## config.mk

```make
export PLATFORM = sky130hd
export DESIGN_NAME = mdu_sequencer
export DESIGN_NICKNAME = d
export VERILOG_FILES = /design/src/rtl/mdu_pkg.sv /design/src/rtl/mdu_addsub.sv /design/src/rtl/mdu_sequencer.sv
export SDC_FILE = /design/constraint.sdc
export NUM_CORES = 1
export LEC_CHECK = 0
export ABC_AREA = 1
export BUFFER_PORTS_ARGS = -buffer_cell sky130_fd_sc_hd__buf_2
export CORE_AREA = 2 2 165 167
export CTS_CLUSTER_SIZE = 30
export DETAILED_ROUTE_END_ITERATION = 8
export DIE_AREA = 0 0 167 169
export PLACE_DENSITY = 0.85
export SLEW_MARGIN = 30
export SYNTH_ARGS = -nofsm -noshare
export SYNTH_HDL_FRONTEND = slang
export SYNTH_HIERARCHICAL = 1
export SYNTH_SLANG_ARGS = --single-unit
```

## constraint.sdc

```tcl
create_clock -name clk -period 4.7 [get_ports clk]
set_input_delay 1.41 -clock clk [delete_from_list [all_inputs] [get_ports clk]]
set_output_delay 1.41 -clock clk [all_outputs]
set_load 0.03 [all_outputs]
```

## src/rtl/mdu_pkg.sv

```systemverilog
// Shared constants for the iterative multiply/divide sequencer: op codes,
// FSM state encoding and iteration counter width.
package mdu_pkg;

    localparam logic [1:0] MDU_MULTU = 2'b00;
    localparam logic [1:0] MDU_MULT  = 2'b01;
    localparam logic [1:0] MDU_DIVU  = 2'b10;
    localparam logic [1:0] MDU_DIV   = 2'b11;

    localparam logic [2:0] ST_IDLE = 3'd0;
    localparam logic [2:0] ST_PREP = 3'd1;
    localparam logic [2:0] ST_ITER = 3'd2;
    localparam logic [2:0] ST_FIX  = 3'd3;
    localparam logic [2:0] ST_DONE = 3'd4;

    localparam int MDU_CNT_W = 5;

    function automatic logic op_is_div(input logic [1:0] op);
        return op[1];
    endfunction

    function automatic logic op_is_signed(input logic [1:0] op);
        return op[0];
    endfunction

endpackage

```

## src/rtl/mdu_addsub.sv

```systemverilog
// Single add/subtract step shared by multiply (add) and restoring divide (trial subtract).
// sub=0: x+y; sub=1: x+~y+1, where cout=1 means no borrow.
module mdu_addsub #(
    parameter int W = 33
) (
    input  logic [W-1:0] x,
    input  logic [W-1:0] y,
    input  logic         sub,
    output logic [W-1:0] sum,
    output logic         cout
);

    logic [W:0] full;

    assign full = {1'b0, x} + {1'b0, (sub ? ~y : y)} + {{W{1'b0}}, sub};
    assign sum  = full[W-1:0];
    assign cout = full[W];

endmodule

```

## src/rtl/mdu_sequencer.sv

```systemverilog
// Iterative MULT/MULTU/DIV/DIVU controller writing HI/LO after WIDTH shift steps.
// Optional MDU_EARLY_OUT_EN: zero-operand multiplies and divide-by-zero skip the iterations.
module mdu_sequencer
    import mdu_pkg::*;
#(
    parameter int WIDTH = 32
) (
    input  logic             clk,
    input  logic             rst_n,
    input  logic             start,
    input  logic [1:0]       op,
    input  logic [WIDTH-1:0] a,
    input  logic [WIDTH-1:0] b,
    input  logic             flush,
    output logic             busy,
    output logic             done,
    output logic             dz,
    output logic [WIDTH-1:0] hi,
    output logic [WIDTH-1:0] lo
);

    logic [2:0]           state;
    logic [MDU_CNT_W-1:0] cnt;
    logic [1:0]           op_q;
    logic [WIDTH-1:0]     acc;     // product upper half / partial remainder
    logic [WIDTH-1:0]     sr;      // multiplier -> product lower / dividend -> quotient
    logic [WIDTH-1:0]     opnd;    // multiplicand / divisor magnitude
    logic                 neg_res;
    logic                 neg_rem;
    logic                 dz_pend;

    logic                 is_div;
    logic                 is_sgn;
    logic                 accept;
    logic [WIDTH-1:0]     a_abs;
    logic [WIDTH-1:0]     b_abs;
    logic [WIDTH:0]       add_x;
    logic [WIDTH:0]       add_y;
    logic [WIDTH:0]       add_sum;
    logic                 add_cout;
    logic [2*WIDTH-1:0]   prod_neg;
    logic [WIDTH-1:0]     fix_hi;
    logic [WIDTH-1:0]     fix_lo;

    // Handshake: an op is taken on a rising edge where start=1, busy=0 and flush=0;
    // busy stays high until the op completes or is flushed, done pulses once on completion.
    assign accept = start && !flush && (state == ST_IDLE || state == ST_DONE);
    assign busy   = (state == ST_PREP) || (state == ST_ITER) || (state == ST_FIX);
    assign done   = (state == ST_DONE);
    assign is_div = op_is_div(op_q);
    assign is_sgn = op_is_signed(op_q);

    // In PREP, sr still holds raw a and opnd raw b.
    assign a_abs = (is_sgn && sr[WIDTH-1])   ? -sr   : sr;
    assign b_abs = (is_sgn && opnd[WIDTH-1]) ? -opnd : opnd;

    assign add_x = is_div ? {acc, sr[WIDTH-1]} : {1'b0, acc};
    assign add_y = (is_div || sr[0]) ? {1'b0, opnd} : '0;

    mdu_addsub #(.W(WIDTH + 1)) u_addsub (
        .x    (add_x),
        .y    (add_y),
        .sub  (is_div),
        .sum  (add_sum),
        .cout (add_cout)
    );

    assign prod_neg = -{acc, sr};
    assign fix_hi   = is_div ? (neg_rem ? -acc : acc) : (neg_res ? prod_neg[2*WIDTH-1:WIDTH] : acc);
    assign fix_lo   = is_div ? (neg_res ? -sr  : sr)  : (neg_res ? prod_neg[WIDTH-1:0]       : sr);

    always_ff @(posedge clk) begin
        if (!rst_n) begin
            state   <= ST_IDLE;
            cnt     <= '0;
            op_q    <= MDU_MULTU;
            acc     <= '0;
            sr      <= '0;
            opnd    <= '0;
            neg_res <= 1'b0;
            neg_rem <= 1'b0;
            dz_pend <= 1'b0;
            dz      <= 1'b0;
            hi      <= '0;
            lo      <= '0;
        end else begin
            case (state)
                ST_IDLE, ST_DONE: begin
                    if (accept) begin
                        op_q  <= op;
                        sr    <= a;
                        opnd  <= b;
                        dz    <= 1'b0;
                        state <= ST_PREP;
                    end else begin
                        state <= ST_IDLE;
                    end
                end
                ST_PREP: begin
                    if (flush) begin
                        state <= ST_IDLE;
                    end else begin
                        neg_res <= is_sgn && (sr[WIDTH-1] ^ opnd[WIDTH-1]);
                        neg_rem <= is_sgn && sr[WIDTH-1];
                        dz_pend <= is_div && (opnd == '0);
                        acc     <= '0;
                        cnt     <= '0;
                        sr      <= is_div ? a_abs : b_abs;
                        opnd    <= is_div ? b_abs : a_abs;
                        state   <= ST_ITER;
`ifdef MDU_EARLY_OUT_EN
                        // Same results the full run would produce for these operands.
                        if (is_div ? (opnd == '0) : (sr == '0 || opnd == '0)) begin
                            hi    <= is_div ? sr : '0;
                            lo    <= is_div ? ((is_sgn && sr[WIDTH-1]) ? WIDTH'(1) : '1) : '0;
                            dz    <= is_div;
                            state <= ST_DONE;
                        end
`endif
                    end
                end
                ST_ITER: begin
                    if (flush) begin
                        state <= ST_IDLE;
                    end else begin
                        if (is_div) begin
                            acc <= add_cout ? add_sum[WIDTH-1:0] : add_x[WIDTH-1:0];
                            sr  <= {sr[WIDTH-2:0], add_cout};
                        end else begin
                            acc <= add_sum[WIDTH:1];
                            sr  <= {add_sum[0], sr[WIDTH-1:1]};
                        end
                        cnt <= cnt + MDU_CNT_W'(1);
                        if (cnt == MDU_CNT_W'(WIDTH - 1)) state <= ST_FIX;
                    end
                end
                ST_FIX: begin
                    if (flush) begin
                        state <= ST_IDLE;
                    end else begin
                        hi    <= fix_hi;
                        lo    <= fix_lo;
                        dz    <= dz_pend;
                        state <= ST_DONE;
                    end
                end
                default: state <= ST_IDLE;
            endcase
        end
    end

endmodule
```

==> flow_metrics.tcl <==
set metrics [dict create \
    outcome "completed" \
    placed_cell_area_um2 16790 \
    wl_per_cell_um 19.74 \
    period_minus_slack_ns 4.055 \
    antenna_cells 0 \
    vias_per_cell 6.108 \
    synthArstFlopShare 0 \
    ys_types 54 \
    hold_path_depth 2 \
    fin_skew_ns 0.01916 \
    min_from "dz_pend$_SDFFE_PN0P_" \
    grt_max_degree 179 \
    max_stage_delay_ns 0.57 \
    min_to "dz_pend$_SDFFE_PN0P_" \
    numCtsBuffers 17 \
    dp.cells 3216 \
    die_w_um 167 \
    drt-pass1-iter-count 6 \
    place.gp.congestion 1.063 \
    reg2regPathDepth 17 \
    worst_setup_path_end_kind "flop" \
    fin_nets 3002 \
    synthesis.nets 2975 \
    cts-htree-levels 4 \
    ir_worst_vdd_mv 0.2092 \
    crit_family "simple AND/OR/NAND/NOR gates" \
    netlist_instances 2867 \
    fin_area_um2 17360 \
    hold-worst-slack_ns 0.4737 \
    num_rows 60 \
    post-route-util 0.6551 \
    critical_path_class "reg2reg" \
    grt_pass1_wl_um 97500 \
    root_buffer "clkbuf_16" \
    multiInputGateArea_um2 10770 \
    avgSynthCellArea_um2 5.631 \
    cp_data_arrival_time_ns 4.43 \
    maxSlewHeadroom 0.2438 \
    cts_sinks 174 \
    clk_pin_slew_worst_paths_ns 0.08 \
    hp-class "reg2reg" \
    power_density_nw_per_um2 250.6 \
    synth_flop_cell "dfxtp_1" \
    crit_path_top_delay_cell "buf_12" \
    final-seq-area_um2 3487 \
    critPathLaunch "op_q[1]$_SDFFE_PN0P_" \
    cts_buffer_depth 2 \
    hold_viol 0 \
    synth_edf_count 0 \
    yosysSeqAreaShare 0.2157 \
    cts_resized 0 \
    path_cells "buf_12 > o21ai_0 > ha_1 > nand2_1 > inv_1 > nand2_1 > nand3_1 > inv_1 > nand3_2 > nand3_1 > nand2_1 > nand2_1 > nand2_1 > or2_2 > o211ai_1 > nand2_1 > a21oi_1" \
    cts_setup_buffers 0 \
    reg2reg_to "acc[7]$_SDFFE_PN0P_" \
    dp_hpwl_um 47670 \
    fmax_ghz 0.2466 \
    required_ns 5.07 \
    drv_cap 0 \
    finalSetupViolCount 0 \
    die_h_um 169 \
    slew_violations 0 \
    regToRegSetupSlack_ns 0.64 \
    tightest_slew_ns 1.126 \
    antenna_found_initial 1 \
    rsz0062_at_grt "no" \
    tns_ns 0 \
    area_delta_synth_final_pct 7.517 \
    grt_pass1_vias 17880 \
    die_area_um2 28220 \
    pin_count 137 \
    clk_latency_ns 0.46 \
    vias 19840 \
    routed_wl_um 64100 \
    fill_cells 2602 \
    synth_area_um2 16150 \
    start_util 0.6093 \
    ant_nets 0 \
    finalCritPeriodShare 0.8628 \
    grt_overflow_total 0 \
    core_um2 26500 \
    drive_above_1_share 0.1022 \
    crit_buf_inv 3 \
    ys_seq_elements 174 \
    grt_usage 0.4404 \
    port-buffer-count 136 \
    final_cell_count_no_fill 3248 \
    drc 0 \
    postCtsHoldBufs 0 \
    start_kind "flop" \
    p_leak_nw 8.704 \
    cts_tree "done" \
    ys_warn_count 6 \
    crit_top_cell "nand2_1" \
    drtIter0Drc 2980 \
    r2r-start "op_q[1]$_SDFFE_PN0P_" \
    worstPathMaxFanout 178 \
]
stage by stage:
step,total power (W),setup WS (ns)
after floorplan,0.002509,1.155
after global placement,0.002838,0.6960
after detailed placement,0.002856,0.8910
after CTS,0.004275,0.8219
after global routing,0.004507,0.3747
final,0.004351,0.6449
power by group:
part / leakage, nW / internal (W) / switching, W
Sequential: 1.42 / 0.00153 / 0.000106
Clock: 0.277 / 0.000706 / 0.000755
Combinational: 7.01 / 0.000362 / 0.000892
cells in the mapped netlist, types with 2 or more instances:
cell type,n,area [um2]
nand2_1,837,3142
nor2_1,366,1374
inv_1,306,1149
nand3_1,236,1181
o21ai_0,231,1156
a21oi_1,189,945.9
dfxtp_1,174,3483
xor2_1,90,788.3
clkbuf_1,75,281.5
o211ai_1,54,405.4
buf_2,52,260.3
ha_1,37,462.9
nor2_2,25,156.4
nand2_2,19,118.9
a31oi_1,17,106.4
inv_2,16,60.06
nand4_1,16,100.1
buf_1,13,48.80
o21ai_1,13,65.06
nor3_1,12,60.06
nor2_4,8,90.09
o221a_2,8,90.09
nand3_2,7,70.07
or2_2,7,43.79
buf_4,6,45.04
a22oi_1,5,37.54
o21bai_1,5,37.54
and2_1,4,25.02
buf_6,4,45.04
a211oi_1,3,22.52
or2_1,3,18.77
a21oi_2,2,17.52
clkbuf_2,2,10.01
nand3b_1,2,15.01
nor3_2,2,20.02
nor4_1,2,12.51
o22ai_1,2,12.51
registers in the layout, indices dropped and copies added, names as in the netlist:
name / cells
dz_pend: 1
neg_res: 1
acc: 32
opnd: 32
cnt: 5
state: 3
op_q: 2
neg_rem: 1
sr: 32
hi: 32
dz: 1
lo: 32
final cells by class:
cell class                 instances  share of cell area
inverter                         323             0.06984
timing repair buffer             160             0.05103
sequential                       174              0.2009
clock inverter                    15            0.008505
tap                              341             0.02458
multi-input combinational       2218              0.6207
clock buffer                      17             0.02451
worst max path at each step:
stage,endpoint,cells after the start
after floorplan,acc[5]$_SDFFE_PN0P_,22
after global placement,acc[15]$_SDFFE_PN0P_,15
after detailed placement,acc[24]$_SDFFE_PN0P_,17
after CTS,acc[19]$_SDFFE_PN0P_,17
after global routing,acc[7]$_SDFFE_PN0P_,17
final,acc[7]$_SDFFE_PN0P_,17
per-layer routing:
| metal | wire length (um) | global-route usage |
|---|---|---|
| met1 | 23330 | 0.5099 |
| met2 | 28230 | 0.7078 |
| met3 | 6517 | 0.08908 |
| met4 | 6006 | 0.3583 |
| met5 | 13 | 0 |
cells in the final DEF, fill, tap and decap left out, types with 3 or more instances in the layout:
master,instances
o221a_2,8
a31oi_1,17
or2_2,7
and2_1,4
o21bai_1,5
inv_1,305
nand2_2,19
o211ai_1,54
o21ai_1,13
nand2_1,837
clkbuf_16,17
inv_6,5
nor2_2,25
nand3_1,236
a21oi_1,189
buf_2,136
ha_1,37
or2_1,3
nor2_1,364
nand3_2,7
nor3_1,12
buf_4,22
o21ai_0,231
a22oi_1,5
a211oi_1,3
dfxtp_1,173
xor2_1,90
nor2_4,10
nand4_1,16
inv_2,18
inv_8,3
kinds of logic (layout without fill, tap and decap cells):
kind of cell | Yosys count | after routing | share of synthesized area
simple gates | 1550 | 1550 | 0.4018
compound gates | 539 | 539 | 0.1856
buf+inv | 475 | 515 | 0.1179
flops | 174 | 174 | 0.2157
xor+xnor | 90 | 90 | 0.04882
fa+ha+maj | 38 | 38 | 0.02991
other cells | 1 | 1 | 0.0002323
worst min-delay path: cells and delay by family, from the launching register on:
kind            cells  cell delay, ns
flops               1            0.32
simple gates        1            0.06
compound gates      1            0.05
Note: power is estimated with default switching activity, not from simulation.
